`src/rtl/combination_seq_lock_param.sv`:
```
// Serial combination lock: one code bit per X_VLD strobe, MSB first, with fail counting and timed lockout.
// Optional feature macro COMBO_LOCK_PROG_EN adds PROG/PROG_CODE to reprogram the code while open.
module combination_seq_lock_param #(
    parameter int                  CODE_LEN    = 6,
    parameter logic [CODE_LEN-1:0] CODE        = 6'b101101,
    parameter int                  MAX_FAIL    = 3,
    parameter int                  LOCKOUT_CYC = 16
) (
    input  logic                         CLK,
    input  logic                         CLR,
    input  logic                         X,
    input  logic                         X_VLD,
`ifdef COMBO_LOCK_PROG_EN
    input  logic                         PROG,
    input  logic [CODE_LEN-1:0]          PROG_CODE,
`endif
    output logic                         UNLK,
    output logic                         HINT,
    output logic                         FAIL,
    output logic                         LOCKOUT,
    output logic [$clog2(CODE_LEN)-1:0]  POS
);
    localparam int POS_W = $clog2(CODE_LEN);
    localparam int FC_W  = $clog2(MAX_FAIL + 1);
    localparam int LC_W  = $clog2(LOCKOUT_CYC);

    localparam logic [1:0] ST_ENTRY = 2'd0;
    localparam logic [1:0] ST_OPEN  = 2'd1;
    localparam logic [1:0] ST_LOCK  = 2'd2;

    localparam logic [POS_W-1:0] POS_LAST = POS_W'(CODE_LEN - 1);
    localparam logic [FC_W-1:0]  FC_MAX   = FC_W'(MAX_FAIL);
    localparam logic [LC_W-1:0]  LC_LOAD  = LC_W'(LOCKOUT_CYC - 1);

    logic [1:0]          state_r,   state_s;
    logic [POS_W-1:0]    pos_r,     pos_s;
    logic [FC_W-1:0]     fc_r,      fc_s;
    logic [LC_W-1:0]     lc_r,      lc_s;
    logic                unlk_r,    unlk_s;
    logic                fail_r,    fail_s;
    logic                lockout_r, lockout_s;
    logic                hint_s;
    logic [CODE_LEN-1:0] code_s;
    logic [CODE_LEN-1:0] code_shift_s;
    logic                exp_bit_s;

`ifdef COMBO_LOCK_PROG_EN
    logic [CODE_LEN-1:0] code_r, code_nxt_s;
    assign code_s = code_r;
`else
    assign code_s = CODE;
`endif

    // Shifting the code left by POS brings the expected bit to the MSB.
    assign code_shift_s = code_s << pos_r;
    assign exp_bit_s    = code_shift_s[CODE_LEN-1];

    // Hint compares the live input with the expected bit, only while entering.
    always_comb begin
        hint_s = 1'b0;
        if (state_r == ST_ENTRY) begin
            hint_s = ~(X ^ exp_bit_s);
        end else begin
            hint_s = 1'b0;
        end
    end

    // Next-state and next-output computation.
    always_comb begin
        state_s   = state_r;
        pos_s     = pos_r;
        fc_s      = fc_r;
        lc_s      = lc_r;
        unlk_s    = unlk_r;
        lockout_s = lockout_r;
        fail_s    = 1'b0;
`ifdef COMBO_LOCK_PROG_EN
        code_nxt_s = code_r;
`endif
        case (state_r)
            ST_ENTRY: begin
                if (X_VLD) begin
                    if (X == exp_bit_s) begin
                        if (pos_r == POS_LAST) begin
                            state_s = ST_OPEN;
                            unlk_s  = 1'b1;
                            pos_s   = {POS_W{1'b0}};
                            fc_s    = {FC_W{1'b0}};
                        end else begin
                            pos_s = pos_r + POS_W'(1);
                        end
                    end else begin
                        fail_s = 1'b1;
                        pos_s  = {POS_W{1'b0}};
                        if ((fc_r + FC_W'(1)) == FC_MAX) begin
                            state_s   = ST_LOCK;
                            lockout_s = 1'b1;
                            lc_s      = LC_LOAD;
                            fc_s      = {FC_W{1'b0}};
                        end else begin
                            fc_s = fc_r + FC_W'(1);
                        end
                    end
                end else begin
                    state_s = ST_ENTRY;
                end
            end
            ST_OPEN: begin
`ifdef COMBO_LOCK_PROG_EN
                if (PROG) begin
                    code_nxt_s = PROG_CODE;
                    state_s    = ST_ENTRY;
                    unlk_s     = 1'b0;
                end else if (X_VLD) begin
                    state_s = ST_ENTRY;
                    unlk_s  = 1'b0;
                end else begin
                    state_s = ST_OPEN;
                end
`else
                if (X_VLD) begin
                    state_s = ST_ENTRY;
                    unlk_s  = 1'b0;
                end else begin
                    state_s = ST_OPEN;
                end
`endif
            end
            ST_LOCK: begin
                if (lc_r == {LC_W{1'b0}}) begin
                    state_s   = ST_ENTRY;
                    lockout_s = 1'b0;
                end else begin
                    lc_s = lc_r - LC_W'(1);
                end
            end
            default: begin
                state_s   = ST_ENTRY;
                pos_s     = {POS_W{1'b0}};
                fc_s      = {FC_W{1'b0}};
                lc_s      = {LC_W{1'b0}};
                unlk_s    = 1'b0;
                lockout_s = 1'b0;
            end
        endcase
    end

    // State and output registers; CLR wins over every other event.
    always_ff @(posedge CLK) begin
        if (CLR) begin
            state_r   <= ST_ENTRY;
            pos_r     <= {POS_W{1'b0}};
            fc_r      <= {FC_W{1'b0}};
            lc_r      <= {LC_W{1'b0}};
            unlk_r    <= 1'b0;
            fail_r    <= 1'b0;
            lockout_r <= 1'b0;
`ifdef COMBO_LOCK_PROG_EN
            code_r    <= CODE;
`endif
        end else begin
            state_r   <= state_s;
            pos_r     <= pos_s;
            fc_r      <= fc_s;
            lc_r      <= lc_s;
            unlk_r    <= unlk_s;
            fail_r    <= fail_s;
            lockout_r <= lockout_s;
`ifdef COMBO_LOCK_PROG_EN
            code_r    <= code_nxt_s;
`endif
        end
    end

    assign UNLK    = unlk_r;
    assign FAIL    = fail_r;
    assign LOCKOUT = lockout_r;
    assign POS     = pos_r;
    assign HINT    = hint_s;

endmodule

```
`config.mk`:
```
export PLATFORM = sky130hd
export DESIGN_NAME = combination_seq_lock_param
export DESIGN_NICKNAME = d
export VERILOG_FILES = /design/src/rtl/combination_seq_lock_param.sv
export SDC_FILE = /design/constraint.sdc
export NUM_CORES = 1
export LEC_CHECK = 0
export ABC_AREA = 1
export CORE_MARGIN = 4
export CORE_UTILIZATION = 40
export DETAILED_ROUTE_END_ITERATION = 10
export DONT_BUFFER_PORTS = 1
export PLACE_DENSITY = 0.62
export SKIP_CTS_REPAIR_TIMING = 1
export SYNTH_ARGS = -nofsm -noshare
export SYNTH_HDL_FRONTEND = slang
export SYNTH_SLANG_ARGS = --single-unit
```
`constraint.sdc`:
```
create_clock -name CLK -period 2.05 [get_ports CLK]
set_input_delay 0.615 -clock CLK [delete_from_list [all_inputs] [get_ports CLK]]
set_output_delay 0.615 -clock CLK [all_outputs]
set_load 0.005 [all_outputs]
```
==> metrics, run 1 <==
share of cells above drive strength 1=11.3%; vias in the first global route=just over 700; Sink Count=14; Max rail drop VDD=0.665 mV; CTS H-tree lvls=1; wire per inst=10.9 microns; CP startpoint=state_r[0]$_SDFFE_PP0P_; Die H=54.4 microns; First-pass DRT Iterations=4; Top Ports=11; Slew HR=roughly four fifths; row cnt=16; number of DRC markers in iteration 0=14; MaxCap Viol Count=0; Yosys warning count=0; Final period util=around 93%; Post-Syn Area=861 sq um; fin area=approximately 930 sq um; Worst-path clk slew=90 ps; worst r2r src=state_r[0]$_SDFFE_PP0P_; routed wl met2=778 microns; unrepaired setup endpoints after global routing=no; dpl cell area=895 sq um; Leak=0.403 nW; crit-path cells=inv_1 > ha_1 > inv_2 > nor2_4; Setup WS post-layout=135 ps; Hold Path Class=in -> reg; Die Area=0.00296 sq mm; final WL=around 1.7 mm; crit path time final=1920 ps; highest routed layer=met4; setup TNS=0 ps; Worst Setup EP=HINT; Max Root-Sink Buffers=2; synth top area cells=dfxtp_1 (33%), nand2_1 (12%), nand3_1 (10%), inv_1 (7.8%), ha_1 (7.3%); vias per inst=4.99; dpl hpwl=1.37 mm; register area share after synthesis=32.6%; commonest non-fill, non-tap cells in the layout=nand2_1 (28), inv_1 (18), nand3_1 (18), dfxtp_1 (14), a21oi_1 (10); Final Hold Viols=0; R2R Setup Slk=420 ps; Synth cell types=18; status=finished clean; Slew Limit Fails=0; fillers=211; CP max stage delay=330 ps; reg2reg path depth=9; syn_area_per_cell=6.67 sq um; WL met1=~850 microns; CTS tree=done; Crit-path slowest cell=dfxtp_1; cell area power density=approximately 1500 mW/mm^2; Reg-to-Reg End=POS[2]$_SDFFE_PP0P_; Num CTS Buffers=3; Crit Path Max Fanout=7; Final Util=46.5%; Root Driver=clkbuf_4; antenna-violating nets left=0; antenna diode count=0; Mapped Nets=138; Worst-Margin Slew=between 300 and 400 ps; total grt overflow=0; Port Buffer Count=0; DRC Markers=0; initial antenna violation count=0; met3 wire length=around 100 microns; Placed Cells=156; gp weighted congestion=0.826; leading area contributor after synthesis=dfxtp_1; via count=between 700 and 800; register bit count reported by yosys=14; Post-Layout Cell Count=160; Startpoint Class=flop; WHS=387 ps; area delta synth->final=8.14%; largest net degree at the start of global routing=9; CP Capture Type=primary output; Max Clock Skew=2.47 ps; first-pass GRT wire length=3.05 mm; Finish-stage setup viols=0; Final #Nets=143; Tot GR Track Use=14.4%; power after layout=1.37 mW; Die W=54.4 microns; Core Region=0.00200 sq mm; top cell type's share of synthesized area=32.6%; commonest non-fill, non-tap cell in the layout=nand2_1; Worst Path Class, Setup=reg -> out; initial core utilization=43.0%; post-synthesis cell count=129; Clock Latency Late Sink=280 ps; Place WS=between 400 and 500 ps; Max Freq=0.522 GHz; WP data required=1430 ps; Arr. time, crit path=1300 ps
report_power, final:
group | switching (mW) | internal, mW
Sequential | 0.0663 | 0.355
Combinational | 0.482 | 0.265
Clock | 0.0979 | 0.108
Total | 0.646 | 0.728
layout make-up:
class                   count  area [sq um]  share of cell area (%)
clock buffers               4          36.3                    3.90
inverters                  20          75.1                    8.06
multi-input cells          95           505                    54.3
flip-flops and latches     14           280                    30.1
well taps                  27          33.8                    3.63
state kept, by name, summed over array words and instances (netlist names):
register / flops
fc_r: 2
FAIL: 1
UNLK: 1
state_r: 2
POS: 3
LOCKOUT: 1
lc_r: 4
cell families after synthesis:
family / share of synthesized area (%)
buf+inv: 8.72
compound gates: 11.3
xor+xnor: 2.04
simple gates: 38.1
flops: 32.6
fa+ha+maj: 7.27
critical path, delay by kind of cell (launching register included):
kind	cells	cell delay, ps
adders and majority gates	1	300
buffers and inverters	2	230
DFF	1	330
and+or+nand+nor	1	170
metal layers:
layer	vias to the layer above	GRT usage, %
met2	15	21.9
met3	2	3.00
met5	-	0
met1	352	19.3
met4	0	6.22
li1	430	-
synth_stat cells:
| cell type | count |
|---|---|
| nand2_1 | 28 |
| xor2_1 | 1 |
| nand2_2 | 5 |
| inv_2 | 2 |
| nand3_2 | 1 |
| dfxtp_1 | 14 |
| xnor2_1 | 1 |
| nor2_4 | 2 |
| nor3_1 | 4 |
| o211ai_1 | 1 |
| nor2_1 | 8 |
| o21ai_0 | 8 |
| a21oi_1 | 10 |
| nor2_2 | 1 |
| inv_1 | 18 |
| ha_1 | 5 |
| nand4_1 | 2 |
| nand3_1 | 18 |
how the worst min path moves through the flow:
stage | endpoint | cells after the start | start
floorplan | LOCKOUT$_SDFFE_PP0P_ | 2 | LOCKOUT$_SDFFE_PP0P_
global placement | lc_r[1]$_SDFFE_PP0P_ | 2 | lc_r[1]$_SDFFE_PP0P_
detailed placement | lc_r[1]$_SDFFE_PP0P_ | 2 | lc_r[1]$_SDFFE_PP0P_
CTS | lc_r[2]$_SDFFE_PP0P_ | 1 | CLR
global route | lc_r[2]$_SDFFE_PP0P_ | 1 | CLR
finish | lc_r[1]$_SDFFE_PP0P_ | 1 | CLR
Power figures use the tool's default switching activity.
==> inputs of run 2 (changes only) <==
Settings changed: REMOVE_ABC_BUFFERS from default to 1.
==> results of run 2 <==
No change in the layout: final DEF, timing and power equal those of run 1.
==> inputs of run 3 (changes only) <==
==> constraint.sdc (replaced) <==
create_clock -name CLK -period 2.05 [get_ports CLK]
set_input_delay 0.615 -clock CLK [delete_from_list [all_inputs] [get_ports CLK]]
set_output_delay 0.615 -clock CLK [all_outputs]
set_load 0.01 [all_outputs]
==> run 3 against run 2 <==
Net effect:
- sequential share of layout area unchanged
- clock power decreased by 3%
- non-clock buffer count did not move
- critical path depth unchanged
- register-to-register slack better by 30 ps
- highest routed layer unchanged
- worst setup slack gained 2.2 ps
- clock-buffer cell count unchanged
- cell count did not move
- utilization did not move
- first-iteration DRC count rose by 14%
- flip-flop and latch count is the same
==> metrics, run 3 (same netlist as run 1, synthesis figures left out) <==
Max Freq=0.523 GHz (+0.12%); final WL=1.74 mm (about the same); Port Buffer Count=0 (unchanged); CTS tree=done; Num CTS Buffers=3 (unchanged); Core Region=0.00200 sq mm (unchanged); cell area power density=1480 mW/mm^2 (+0.52%); vias in the first global route=727 (+0.69%); commonest non-fill, non-tap cell in the layout=nand2_1; Final #Nets=143 (unchanged); Slew Limit Fails=0 (unchanged); area delta synth->final=8.14% (unchanged); Startpoint Class=flop; Max Root-Sink Buffers=2 (unchanged); power after layout=1.38 mW (+0.52%); Setup WS post-layout=137 ps (+2.24 ps); Hold Path Class=in -> reg; total grt overflow=0 (unchanged); CP max stage delay=490 ps (+160 ps); Post-Layout Cell Count=160 (unchanged); Gate power share=54.5% (+0.2 points); CP Capture Type=primary output; Arr. time, crit path=1300 ps (about the same); cell internal pwr=727 uW (about the same); Die W=54.4 microns (unchanged); Largest Register=lc_r; Net Sw Frac=47.3% (+0.32 points); dpl hpwl=1.41 mm (+2.7%); CTS H-tree lvls=1 (unchanged); Crit-path slowest cell=dfxtp_1; Final Hold Viols=0 (unchanged); WP data required=1430 ps (about the same); max FFs per register=4 (unchanged); initial core utilization=43.0% (unchanged); wire per inst=10.9 microns (about the same); crit path time final=1910 ps (-2.24 ps); Die Area=0.00296 sq mm (unchanged); total net switching power=654 uW (+1.2%); Final period util=93.3% (-0.11 points); Die H=54.4 microns (unchanged); DRC Markers=0 (unchanged); Root Driver=clkbuf_4; First-pass DRT Iterations=4 (unchanged); share of power burned in registers=31.0% (+0.3 points); Placed Cells=156 (unchanged); antenna-violating nets left=0 (unchanged); number of DRC markers in iteration 0=16 (+2); largest net degree at the start of global routing=9 (unchanged); Tot GR Track Use=14.5% (+0.12 points); commonest non-fill, non-tap cells in the layout=nand2_1 (28), inv_1 (18), nand3_1 (18), dfxtp_1 (14), a21oi_1 (10); initial antenna violation count=0 (unchanged); Max Clock Skew=3.07 ps (+0.601 ps); gp weighted congestion=0.823 (-0.40%); via count=813 (+1.8%); Clock Latency Late Sink=280 ps (about the same); antenna diode count=0 (unchanged); status=finished clean; Sink Count=14 (unchanged); fillers=222 (+5.2%); Clk network pwr share=14.5% (-0.5 points); setup TNS=0 ps (unchanged); Worst-Margin Slew=288 ps (-23.3 ps); Leak=0.403 nW (unchanged); unrepaired setup endpoints after global routing=no; vias per inst=5.08 (+1.8%); Worst Path Class, Setup=reg -> out; row cnt=16 (unchanged); Top Ports=11 (unchanged); Crit Path Max Fanout=7 (unchanged); Slew HR=80.8% (+1.6 points); MaxCap Viol Count=0 (unchanged); Worst-path clk slew=90 ps (about the same); share of cells above drive strength 1=11.3% (unchanged); Max rail drop VDD=0.878 mV (+32%); Finish-stage setup viols=0 (unchanged); Place WS=431 ps (-7.00 ps); first-pass GRT wire length=3.05 mm (unchanged); crit-path cells=nand3_2 > nand3_1 > nand2_2 > nor2_4; Final Util=46.5% (unchanged)
run 3: power groups by stage:
stage | clock network, mW | registers (mW) | logic (mW)
floorplan | 0 | 0.422 | 0.631
global placement | 0 | 0.433 | 0.738
detailed placement | 0 | 0.436 | 0.750
CTS | 0.211 | 0.430 | 0.753
global route | 0.221 | 0.442 | 0.865
finish | 0.200 | 0.428 | 0.753
run 3: per-stage QoR:
| stage | cell area [sq um] | hold slack, ps |
|---|---|---|
| 6_report | 931 | 390 |
| 5_1_grt | 931 | 372 |
| 3_3_place_gp | 895 | 447 |
| 2_1_floorplan | 861 | 439 |
| 4_1_cts | 931 | 375 |
| 3_5_place_dp | 895 | 458 |
run 3: worst paths after layout:
kind	start	end	slack (ps)	cells after the start
max reg2reg	state_r[0]$_SDFFE_PP0P_	POS[2]$_SDFFE_PP0P_	450	9
max	POS[0]$_SDFFE_PP0P_	HINT	140	4
min	CLR	lc_r[0]$_SDFFE_PP0P_	390	1
min reg2reg	lc_r[3]$_SDFFE_PP0P_	lc_r[3]$_SDFFE_PP0P_	470	2
run 3: worst max-delay path: cells and delay by family, from the launching register on:
kind | cells | cell delay [ps]
flip-flops | 1 | 490
AND/OR/NAND/NOR | 4 | 540
run 3: area by class of cell:
cell class / count / area (sq um) / share of cell area [%]
multi-input cells: 95 / 505 / 54.3
flip-flops and latches: 14 / 280 / 30.1
clock buffers: 4 / 36.3 / 3.90
inverters: 20 / 75.1 / 8.06
well taps: 27 / 33.8 / 3.63
run 3: routing by layer:
layer / wire [microns] / GRT usage (%)
met5: 0 / 0
met4: 10 / 7.05
met3: 82 / 4.36
met2: 785 / 21.1
met1: 860 / 19.2
